`config.mk`:
```
export PLATFORM = sky130hd
export DESIGN_NAME = ram_program_loader_flat
export DESIGN_NICKNAME = d
export VERILOG_FILES = /design/src/rtl/ram_program_loader_if.sv /design/src/rtl/ram_program_loader.sv /design/src/flat_wrapper.sv
export SDC_FILE = /design/constraint.sdc
export NUM_CORES = 1
export LEC_CHECK = 0
export ABC_AREA = 1
export CELL_PAD_IN_SITES_DETAIL_PLACEMENT = 0
export CELL_PAD_IN_SITES_GLOBAL_PLACEMENT = 1
export CORE_AREA = 10 10 72 74
export DETAILED_ROUTE_END_ITERATION = 16
export DIE_AREA = 0 0 82 84
export GPL_ROUTABILITY_DRIVEN = 1
export HOLD_SLACK_MARGIN = 0.08
export PLACE_DENSITY = 0.73
export REMOVE_ABC_BUFFERS = 1
export SYNTH_ARGS = -nofsm -noshare
export SYNTH_HDL_FRONTEND = slang
export SYNTH_SLANG_ARGS = --single-unit
```
`constraint.sdc`:
```
create_clock -name clk -period 1.3 [get_ports clk]
set_input_delay 0.13 -clock clk [delete_from_list [all_inputs] [get_ports clk]]
set_output_delay 0.13 -clock clk [all_outputs]
set_load 0.05 [all_outputs]
```
`src/rtl/ram_program_loader_if.sv`:
```
// Byte-stream input and RAM write-port bundle between a program source and the loader.
// The slave modport is the loader's view; the master modport is the source/RAM-path side.
interface ram_program_loader_if #(
    parameter int ADDRESS_WIDTH = 4,
    parameter int RAM_WIDTH     = 8
);
    logic                     i_valid;
    logic [RAM_WIDTH-1:0]     i_data;
    logic                     i_last;
    logic                     o_ready;
    logic                     o_ram_sel;
    logic [ADDRESS_WIDTH-1:0] o_ram_address;
    logic                     o_ram_load_enable;
    logic [RAM_WIDTH-1:0]     o_ram_load_data;

    modport slave (
        input  i_valid, i_data, i_last,
        output o_ready, o_ram_sel, o_ram_address, o_ram_load_enable, o_ram_load_data
    );

    modport master (
        output i_valid, i_data, i_last,
        input  o_ready, o_ram_sel, o_ram_address, o_ram_load_enable, o_ram_load_data
    );
endinterface

```
`src/rtl/ram_program_loader.sv`:
```
// Holds the CPU, streams a program into RAM at <= 1 byte per clk_en period, then restarts the CPU.
// Single-entry holding register: o_ready drops from acceptance until the clk_en write commits.
module ram_program_loader #(
    parameter int ADDRESS_WIDTH = 4,
    parameter int RAM_WIDTH     = 8
) (
    input  logic                 clk,
    input  logic                 rst_n,
    input  logic                 clk_en,
    input  logic                 i_start,
    input  logic                 i_at_fetch,
    ram_program_loader_if.slave  bus,
    output logic                 o_cpu_hold,
    output logic                 o_cpu_restart,
    output logic                 o_busy,
    output logic                 o_done
);

    typedef enum logic [1:0] {
        IDLE    = 2'd0,
        DRAIN   = 2'd1,
        LOAD    = 2'd2,
        RESTART = 2'd3
    } state_t;

    localparam logic [ADDRESS_WIDTH-1:0] TOP_ADDR = '1;

    state_t                   state_q, state_d;
    logic [ADDRESS_WIDTH-1:0] addr_q, addr_d;
    logic                     pend_q, pend_d;
    logic [RAM_WIDTH-1:0]     data_q, data_d;
    logic                     last_q, last_d;
    logic                     done_q, done_d;

    always_ff @(posedge clk) begin
        if (!rst_n) begin
            state_q <= IDLE;
            addr_q  <= '0;
            pend_q  <= 1'b0;
            data_q  <= '0;
            last_q  <= 1'b0;
            done_q  <= 1'b0;
        end else begin
            state_q <= state_d;
            addr_q  <= addr_d;
            pend_q  <= pend_d;
            data_q  <= data_d;
            last_q  <= last_d;
            done_q  <= done_d;
        end
    end

    always_comb begin
        state_d = state_q;
        addr_d  = addr_q;
        pend_d  = pend_q;
        data_d  = data_q;
        last_d  = last_q;
        done_d  = 1'b0;
        unique case (state_q)
            IDLE: begin
                if (i_start) begin
                    state_d = DRAIN;
                end
            end
            DRAIN: begin
                // Only take the RAM at an instruction boundary so no half-executed step sees it change.
                if (clk_en && i_at_fetch) begin
                    state_d = LOAD;
                    addr_d  = '0;
                    pend_d  = 1'b0;
                end
            end
            LOAD: begin
                if (pend_q) begin
                    if (clk_en) begin
                        pend_d = 1'b0;
                        if (last_q || (addr_q == TOP_ADDR)) begin
                            state_d = RESTART;
                        end else begin
                            addr_d = addr_q + ADDRESS_WIDTH'(1);
                        end
                    end
                end else if (bus.i_valid) begin
                    pend_d = 1'b1;
                    data_d = bus.i_data;
                    last_d = bus.i_last;
                end
            end
            RESTART: begin
                if (clk_en) begin
                    state_d = IDLE;
                    done_d  = 1'b1;
                end
            end
            default: begin
                state_d = IDLE;
            end
        endcase
    end

    // Outputs decode only registered state, so o_ready has no path from i_valid.
    assign o_cpu_hold             = (state_q != IDLE);
    assign o_cpu_restart          = (state_q == RESTART);
    assign o_busy                 = (state_q != IDLE);
    assign o_done                 = done_q;
    assign bus.o_ram_sel          = (state_q == LOAD);
    assign bus.o_ready            = (state_q == LOAD) && !pend_q;
    assign bus.o_ram_load_enable  = (state_q == LOAD) && pend_q;
    assign bus.o_ram_address      = addr_q;
    assign bus.o_ram_load_data    = data_q;

    ready_implies_sel: assert property (@(posedge clk) disable iff (!rst_n)
        bus.o_ready |-> bus.o_ram_sel);

    restart_leaves_on_en: assert property (@(posedge clk) disable iff (!rst_n)
        (state_q == RESTART && clk_en) |=> (state_q == IDLE));

endmodule
```
`src/flat_wrapper.sv`:
```
// flat-port wrapper written by rule: the top's interface ports become plain ports
module ram_program_loader_flat 
#(
    parameter int ADDRESS_WIDTH = 4,
    parameter int RAM_WIDTH     = 8
)
  (clk, rst_n, clk_en, i_start, i_at_fetch, o_cpu_hold, o_cpu_restart, o_busy, o_done, bus_i_valid, bus_i_data, bus_i_last, bus_o_ready, bus_o_ram_sel, bus_o_ram_address, bus_o_ram_load_enable, bus_o_ram_load_data);
  ram_program_loader_if #(.ADDRESS_WIDTH(ADDRESS_WIDTH), .RAM_WIDTH(RAM_WIDTH)) bus_i ();
  input  logic clk;
  input  logic rst_n;
  input  logic clk_en;
  input  logic i_start;
  input  logic i_at_fetch;
  output logic o_cpu_hold;
  output logic o_cpu_restart;
  output logic o_busy;
  output logic o_done;
  input wire logic [$bits(bus_i.i_valid)-1:0] bus_i_valid;
  input wire logic [$bits(bus_i.i_data)-1:0] bus_i_data;
  input wire logic [$bits(bus_i.i_last)-1:0] bus_i_last;
  output wire logic [$bits(bus_i.o_ready)-1:0] bus_o_ready;
  output wire logic [$bits(bus_i.o_ram_sel)-1:0] bus_o_ram_sel;
  output wire logic [$bits(bus_i.o_ram_address)-1:0] bus_o_ram_address;
  output wire logic [$bits(bus_i.o_ram_load_enable)-1:0] bus_o_ram_load_enable;
  output wire logic [$bits(bus_i.o_ram_load_data)-1:0] bus_o_ram_load_data;
  assign bus_i.i_valid = bus_i_valid;
  assign bus_i.i_data = bus_i_data;
  assign bus_i.i_last = bus_i_last;
  assign bus_o_ready = bus_i.o_ready;
  assign bus_o_ram_sel = bus_i.o_ram_sel;
  assign bus_o_ram_address = bus_i.o_ram_address;
  assign bus_o_ram_load_enable = bus_i.o_ram_load_enable;
  assign bus_o_ram_load_data = bus_i.o_ram_load_data;
  ram_program_loader #(.ADDRESS_WIDTH(ADDRESS_WIDTH), .RAM_WIDTH(RAM_WIDTH)) u_core (.clk(clk), .rst_n(rst_n), .clk_en(clk_en), .i_start(i_start), .i_at_fetch(i_at_fetch), .bus(bus_i), .o_cpu_hold(o_cpu_hold), .o_cpu_restart(o_cpu_restart), .o_busy(o_busy), .o_done(o_done));
endmodule
```
---- Yosys cells after proc, flatten, opt, wreduce, memory -nomap -nowiden ----
Index checks and enable logic that the tools add are counted.
cells by class
  bitwise operators ....................... 1
  reduce and logical (&&, ||, !) cells .... 13
  equality and inequality tests ........... 11
  add/subtract/negate cells ............... 1
  multiplexer cells ....................... 18
operator list
  operator             count
  $mux 4               4
  $mux 2               6
  $ne 2x2->1 const B   4
  $pmux 2 s4           1
  $pmux 4 s2           1
  $ne 2x1->1 const B   3
  $reduce_and 6->1     1
  $mux 1               5
  $reduce_and 5->1     1
  $add 4x1->4 const B  1
  $eq 2x2->1 const B   2
  $eq 4x4->1 const B   1
  $reduce_and 2->1     2
  $reduce_bool 2->1    2
  $logic_and 1x1->1    3
  $reduce_and 3->1     1
  $eq 2x1->1 const B   1
  $logic_not 2->1      1
  $pmux 1 s2           1
  $logic_not 1->1      1
  $logic_or 1x1->1     1
  $not 1->1            1
word-level totals
  output and inout port bits .............. 19
  input bits .............................. 15
  logic and storage cells ................. 50
  bits in registers ....................... 17

---- Logic depth before layout (Yosys ltp) ----
Gate-level depths: netlist of the first run.
  word-level depth ........................ 6
  gate-level depth with buffers ........... 10
  gate-level depth less buffers ........... 9

---- Worst setup path after synthesis of the first run ----
Ideal clock, no wire load.
  path type ............................... flip-flop to flip-flop
  start point ............................. reg u_core.state_q[0]
  end point ............................... reg u_core.last_q
  required time ........................... 1.184 ns
  path slack .............................. -0.519 ns
  arrival ................................. 1.703 ns
  cell stages (with the launch flop) ...... 10
  setup time .............................. 0.116 ns
  path buffers ............................ 2
  period minus slack after synthesis ...... 1.819 ns
  cells stage by stage .................... dfxtp_1 inv_1 ha_1 buf_6 nand2_8 inv_4 nand2_4 buf_6 o21ai_2 a21oi_2
on the way
  word-level cells in the longest chain between the ends .. 2
ends and longest elaborated chain
  element                            line                      source
  from (decl)                        ram_program_loader.sv:28  state_t state_q, state_d;
  from (signal assigned)             ram_program_loader.sv:44  state_q <= state_d;
  $eq 2x2->1                         --
  via bus_o_ram_sel                  flat_wrapper.sv:22        output wire logic [$bits(bus_i.o_ram_sel)-1:0] bus_o_ram_sel;
  $reduce_and 3->1 (no source line)  --
  to (signal assigned)               ram_program_loader.sv:48  last_q <= last_d;
  to (decl)                          ram_program_loader.sv:32  logic last_q, last_d;
The timed path passes the listed nets, and every way through them passes these cells.
A chain may end at the register's enable or synchronous reset.

---- Worst setup path after layout of the first run ----
  start point ............................. reg u_core.state_q[0]
  end point ............................... out bus_o_ready
on the way
  word-level cells in the longest chain between the ends .. 2
ends and longest elaborated chain
  element            line                       source
  $eq 2x2->1         ram_program_loader.sv:108  assign bus.o_ready = (state_q == LOAD) && !pend_q;
  $logic_and 1x1->1  ram_program_loader.sv:108
  to (decl)          flat_wrapper.sv:21         output wire logic [$bits(bus_i.o_ready)-1:0] bus_o_ready;
No other way between the ends.

==> out/results.txt, run 1 <==
In this run the worst hold path is classified as in -> reg. STA classifies the critical path startpoint as a register. The tools report the H-tree depth as 1.

Buffers placed on the I/O ports in this run total 33. Counting both buffers and inverters, the worst setup path holds a total of 4. The launching point of the worst reg2reg path is u_core.state_q[0]. Dividing the final minimum period by the clock period gives 103%. For this run, the detailed router's first-pass iteration total came to 4. On the worst path, the slowest cell contributes a delay of 0.35 ns.

No sink is reached through more buffers than the 2 on the longest clock path. Including well taps, the total number of placed cells is 229. The final critical-path required period is 1.34 ns, and the sequential cell area in the final layout is 345 um^2. The floorplan step defined a die boundary enclosing 6890 um^2.

The post-route netlist has 50.8% of its cells at a drive strength greater than 1. For the worst setup path, the data arrival time is 1.21 ns. The post-synthesis instance area is 1020 um^2. In this run, distinct cell masters in the synthesized netlist total 20. From bottom edge to top edge, the die measures 84 um. The run gives 34 as the total I/O pin count. STA classifies the critical path endpoint as an output port.

Biggest fanout along the worst timing path: 6. The run gives 17.9% as the power share of the sequential group. The analysis attributes to net switching a power of 1.88 mW. The run gives 0 as the total grt overflow. Broken down by cell family, the worst path's largest delay share belongs to flip-flops. From synthesis to final layout, the design area changed by 86.8%.

The width of the die is 82 um, and the power share of the clock group is 9.6%. The critical path is of the reg -> out type. The global-route wire length before repair came out at 4840 um.

The source-to-sink clock delay at the later pin of the worst-skew pair is 0.25 ns. The starting DRC count in detailed routing is 10. The initial utilization of the core area, before any placement, comes to 26.3%.

The internal cell power came out at 2.22 mW. The share of the yosys chip area belonging to registers came out at 33.5%. The worst register-to-register path ends at u_core.bus.o_ram_address[1]. Leaving out fill and tap cells, the most frequent cells in the layout are 28 x sky130_fd_sc_hd__nand2_1, 20 x sky130_fd_sc_hd__buf_12, 15 x sky130_fd_sc_hd__dfxtp_1. Slowest cell on the critical path: sky130_fd_sc_hd__dfxtp_2. The tools report the core region area as 3860 um^2. The checks that failed: setup timing.

Across all hold checks on the routed design, the worst slack comes to 0.439 ns. The power per standard cell area is 2160 nW/um^2. TritonCTS built the clock tree. The tools report the layout net count as 209. The clock arrives with 0.00322 ns of skew. The overall routing resource usage is 8.79%, and the number of antenna repair diodes is 0.

In this run the most critical hold path is launched from bus_i_data[4]. Leading cell type in the layout, fill and taps excluded: sky130_fd_sc_hd__nand2_1. The final RePlAce weighted congestion was 0.854.

The run finished, with violations left. After the flow finishes, the layout carries non-filler instances totaling 237. Once detail routing completed, the nets flagged for antenna violations numbered 0. The filler cell count in the final layout was 381. The path with the worst hold slack has its endpoint at u_core.bus.o_ram_load_data[4]. The run gives -0.0375 ns as the final critical-path setup slack. For the pin with the worst max-slew slack, the measured transition is 0.259 ns. For this run, design rule violations remaining after detail routing come to 0. The number of global-route vias before repair came out at 1,081. In the routed layout, each cell is associated on average with a via count of 4.21. The run gives 0 as the max-slew violation count. The final design instance area without fill was 1900 um^2; the final wirelength was 2960 um. The run gives 2390 um as the half-perimeter wire length of the detailed placement result. Setup repair after global routing could not meet its margin everywhere. The largest net degree at the start of global routing was 13; the number of hold-repair buffers added at the cts stage was 0. Root buffer cell: sky130_fd_sc_hd__clkbuf_8. Net switching is 45.8% of the power. The tools report the combinational share of power as 72.5%. The analysis attributes to cell leakage a power of 0.813 nW. Along the worst hold path, the cell count comes to 3.

After clock tree synthesis, the clock-pin slew on the worst setup and hold paths is 0.07 ns. The worst register-to-register path has a depth of 9. The logs give 0 for the total of max-cap violations and 0 for the number of hold-slack violations in the final timing report. In this run, CTS created clock tree buffers numbering 3. Summing all multi-input logic gate instances after layout gives 662 um^2.

The power consumption came out at 4.10 mW. The logs give 1.17 ns for the data required time of the worst path and 748 MHz for the achievable frequency. The tools report the number of endpoints failing setup at the final stage as 5.

Traced cell by cell, the critical path runs through inv_4 -> ha_4 -> nand2_8 -> inv_8 -> buf_6 -> buf_12. The count of state elements after synthesis is 17, and the total number of placement rows is 23. For this block, the via count after detailed routing is 998. The count of yosys warnings during synthesis was 0.

IR analysis of the VDD net gives a maximum drop of 0.000691 V. In the final routed layout, each cell accounts on average for 12.5 um. The worst max-slew margin expressed relative to the limit is 82.7%, and the synthesized netlist cell count is 136. The run gives 0 as the number of antenna violations at the first check in global routing.

In this run the register-to-register setup slack is -0.04 ns. A synthesized cell averages 7.47 um^2. CTS saw 17 sinks. Cell area reported after detailed placement: 1690 um^2.
==> synth_stat cells <==
cell,instances,area share (%)
sky130_fd_sc_hd__o21ai_0,1,0.49
sky130_fd_sc_hd__a21oi_1,3,1.5
sky130_fd_sc_hd__inv_4,1,0.62
sky130_fd_sc_hd__nand2_1,35,13
sky130_fd_sc_hd__nor2_8,1,2.0
sky130_fd_sc_hd__inv_2,1,0.37
sky130_fd_sc_hd__clkinv_2,1,0.49
sky130_fd_sc_hd__nand2_4,4,4.4
sky130_fd_sc_hd__buf_2,1,0.49
sky130_fd_sc_hd__nor2_1,14,5.2
sky130_fd_sc_hd__o21ai_2,1,0.86
sky130_fd_sc_hd__buf_6,2,2.2
sky130_fd_sc_hd__a21oi_2,9,7.8
sky130_fd_sc_hd__buf_4,1,0.74
sky130_fd_sc_hd__nand2_2,10,6.2
sky130_fd_sc_hd__ha_1,6,7.4
sky130_fd_sc_hd__nand3_1,8,3.9
sky130_fd_sc_hd__dfxtp_1,17,33
sky130_fd_sc_hd__nand2_8,1,2.0
sky130_fd_sc_hd__inv_1,19,7.0
==> layer usage <==
layer	share of wire, %	global-route usage (%)	vias up
met1	36	8.37	455
met2	53	15.4	30
met4	0.84	2.32	0
met5	0	0	-
li1	-	-	509
met3	11	5.17	4
==> power by group through the flow <==
stage	clock (mW)	sequential [mW]	combinational [mW]
detailed placement	0	0.705	2.55
CTS	0.407	0.727	2.83
floorplan	0	0.842	1.32
finish	0.395	0.733	2.97
global route	0.430	0.745	3.17
global placement	0	0.701	2.49
==> kinds of logic after synthesis <==
logic type,count (synthesis),synth area share (%)
buf+inv,26,11.9
flops,17,33.5
simple gates,73,36.6
fa+ha+maj,6,7.39
compound gates,14,10.6
==> final cells by class <==
| cell class | count | area share, % |
|---|---|---|
| clock buffers | 4 | 2.37 |
| multi-input cells | 93 | 34.9 |
| flip-flops and latches | 17 | 18.2 |
| repair buffers | 51 | 36.2 |
| well taps | 50 | 3.30 |
| inverters | 22 | 5.08 |
==> repair_timing <==
action / CTS / global route
setup buffers: 5 / 0
gates cloned: 0 / 0
pin swaps: 12 / 7
resized for setup: 26 / 16
setup endpoints to repair: 22 / 13
hold endpoints to repair: 0 / 0
==> worst min-delay path, delay by kind of cell <==
family,cells,cell delay (ns)
buffers and inverters,1,0.40
AOI/OAI and AO/OA,1,0.05
and+or+nand+nor,1,0.08
==> stage by stage <==
step / util (%) / TNS, ns / setup WS, ns
2_1_floorplan: - / -9.82 / -0.628
3_3_place_gp: 43.9 / -0.532 / -0.0871
3_5_place_dp: 43.9 / -1.20 / -0.107
4_1_cts: 47.8 / -0.0344 / -0.0195
5_1_grt: 49.2 / -0.655 / -0.121
6_report: 49.2 / -0.152 / -0.0375
==> registers in the layout (all words and copies together), names as in the netlist <==
register,cells
u_core.bus.o_ram_address,4
u_core.bus.o_ram_load_data,8
u_core.last_q,1
u_core.o_done,1
u_core.pend_q,1
u_core.state_q,2
==> worst max path at each step <==
stage	startpoint	end	cells past startpoint
floorplan	u_core.state_q[0]	u_core.pend_q	8
global placement	clk_en	u_core.state_q[1]	8
detailed placement	u_core.state_q[0]	u_core.bus.o_ram_address[0]	9
CTS	u_core.state_q[0]	bus_o_ready	6
global route	u_core.state_q[0]	u_core.bus.o_ram_address[3]	10
finish	u_core.state_q[0]	bus_o_ready	6
Power figures use the tool's default switching activity.
==> inputs of run 2 (changes only) <==
RECOVER_POWER = 50   (was default)
==> run 2 against run 1 <==
Effect of this change:
- the flow still finishes with violations (setup timing)
- cell count is the same
- utilization shrank 3.4 points
- cell area shrank 6.9%
- combinational power shrank 3%
- flip-flop and latch count is the same
- highest routed layer unchanged
- clock power is essentially flat
- largest cell class is now multi-input gates
- clock skew is essentially flat
- power shrank 2.3%
- largest power group unchanged
==> out/results.txt, run 2 (synthesis gave the netlist of run 1 again) <==
The run finished, with violations left. The checks that failed: setup timing. Measured along the y axis, the die boundary spans 84 um. Of the cells placed in the final design, the portion with a size suffix greater than 1 is 49.7%. Per report_power, the clock group accounts for 9.8% of the total. The finished cells cover 1770 um^2. The internal power of the cells totals 2.14 mW.

In the final design database the tool counted 209 nets. No sink is reached through more buffers than the 2 on the longest clock path. The power per standard cell area is 2270 nW/um^2. Measured along the x axis, the die boundary spans 82 um. The combinational share of power came out at 72.2%. The flip-flop count of the largest register after layout works out to 8.

Entering global routing, the biggest net connects 13 pins. The worst stage delay on the critical path is 0.35 ns, and the number of endpoints failing setup at the final stage is 5. The worst hold-check path type is in -> reg.

Setup repair after global routing could not meet its margin everywhere. The final critical path takes up 103% of the cycle. The later pin in the worst-skew pair is clocked with a latency of 0.25 ns. The DRC violation count after routing was 0.

The critical path class is reg -> out. CTS saw 17 sinks. The logs give 746 MHz for the achievable frequency and 8.79% for the overall routing resource usage.

The clock skew after layout was 0.00349 ns. The cell area reported after detailed placement came out at 1690 um^2. Measured against its own limit, the worst slew margin works out to 64.7%. Walking the worst path, the cells encountered are inv_4 -> ha_4 -> nand2_8 -> inv_8 -> buf_6 -> buf_12.

The maximum ir drop on the vdd rail was 0.000693 V; the area overhead of the layout relative to synthesis was 73.9%. Cells fill 45.8% of the core in the end. The worst path in the final design needs a cycle of 1.34 ns, including I/O delays and setup. Total number of placement rows: 23. The first detailed-routing pass ran for 4 iterations.

The power dissipated by switching net loads is 1.87 mW. Final RePlAce weighted congestion: 0.854. Net switching is 46.6% of the power. The tools report the residual antenna-violating net count after detailed routing as 0. Wires add up to 2960 um.

H-tree depth: 1. The root buffer cell is sky130_fd_sc_hd__clkbuf_8. Port buffering added 33 buffers. The global-route wire length before repair was 4840 um.

Prior to clock tree synthesis, the placed netlist has a worst setup slack of -0.107 ns. The power share of the sequential group is 17.9%. The critical path capture point type was an output port. For the total grt overflow, the log shows 0. Starting DRC count in detailed routing: 12.

The slowest cell on the critical path was sky130_fd_sc_hd__dfxtp_2. Max-cap violations in this run came to 0. The number of hold-slack violations in the final timing report was 0; the filler cell count in the final layout was 399. Clock-pin transition on the worst setup and hold timing paths: 0.07 ns. At the worst endpoint, the required time is 1.17 ns. The number of antenna diodes in the final layout is 0. The core region area came out at 3860 um^2. The run gives -0.0404 ns as the final critical-path setup slack. Detailed placement finished with a half-perimeter wire length of 2390 um. The slew at the pin closest to its max-slew limit works out to 0.529 ns. The CTS buffer count is 3, and the leakage power summed over all cells is 0.794 nW.

For the number of global-route vias before repair, the log shows 1,081. The detail-routed via count per cell is 4.23, and the max-slew violation count is 0. The library cells used most frequently in the layout, excluding fill and tap cells, are 28 x sky130_fd_sc_hd__nand2_1, 15 x sky130_fd_sc_hd__dfxtp_1, 14 x sky130_fd_sc_hd__nand2_2, 14 x sky130_fd_sc_hd__inv_1, 14 x sky130_fd_sc_hd__clkdlybuf4s50_1.

Data arrives at the worst endpoint at 1.21 ns. TritonCTS built the clock tree. The average routed wire per standard cell works out to 12.5 um. The logs give 0.439 ns for the minimum hold slack and 0 for the number of antenna violations at the first check in global routing. For the starting density of the core, the log shows 26.3%. The leading cell type in the layout, fill and taps excluded was sky130_fd_sc_hd__nand2_1. The number of hold buffers added after CTS was 0. For this block, the via count after detailed routing is 1,003. The area enclosed by the die boundary came out at 6890 um^2. STA classifies the critical path startpoint as a register.

In this run the worst path has a maximum fanout of 6. Pin placement for this block handled 34 I/O pins.
[run 2: metrics by stage]
stage                     power, mW  TNS, ns  instances
after detailed placement       3.25    -1.20        229
after CTS                      3.96  -0.0344        237
final                          4.00   -0.167        237
after global placement         3.19   -0.532        229
after global routing           4.24   -0.656        237
after floorplan                2.16    -9.82        132
[run 2: worst paths after layout]
kind,from,endpoint,slack [ns],cells after the start
worst max register to register,u_core.state_q[0],u_core.bus.o_ram_address[1],-0.04,9
worst min register to register,u_core.bus.o_ram_load_data[3],u_core.bus.o_ram_load_data[3],0.47,2
worst max-delay path,u_core.state_q[0],bus_o_ready,-0.04,6
worst min-delay path,bus_i_data[4],u_core.bus.o_ram_load_data[4],0.44,3
[run 2: area by class of cell]
cell class              instances  area, um^2  area share (%)
inverters                      22        96.3            5.45
well taps                      50        62.6            3.54
flip-flops and latches         17         345            19.5
repair buffers                 51         556            31.4
clock buffers                   4        45.0            2.55
multi-input cells              93         662            37.5
[run 2: timing repair]
action,in CTS,in global routing
resized for setup,26,16
setup endpoints to repair,22,13
pin swaps,12,7
endpoints found under the hold margin,0,0
setup buffers,5,0
[run 2: power groups by stage]
stage	Sequential (mW)	Combinational, mW	Clock (mW)
after floorplan	0.842	1.32	0
after CTS	0.727	2.83	0.407
final	0.719	2.89	0.394
after global placement	0.701	2.49	0
after detailed placement	0.705	2.55	0
after global routing	0.730	3.08	0.430
[run 2: per-layer routing]
metal | GRT usage (%) | part of all wire, % | up-vias
met5 | 0 | 0 | -
met4 | 2.32 | 0.85 | 0
met3 | 5.17 | 10 | 4
met2 | 15.4 | 53 | 32
met1 | 8.37 | 36 | 456
li1 | - | - | 511
[run 2: worst max-delay path: cells and delay by family (launching register included)]
family                     cells  cell delay (ns)
adders and majority gates      1             0.19
and+or+nand+nor                1             0.09
DFF                            1             0.35
buffers and inverters          4             0.32
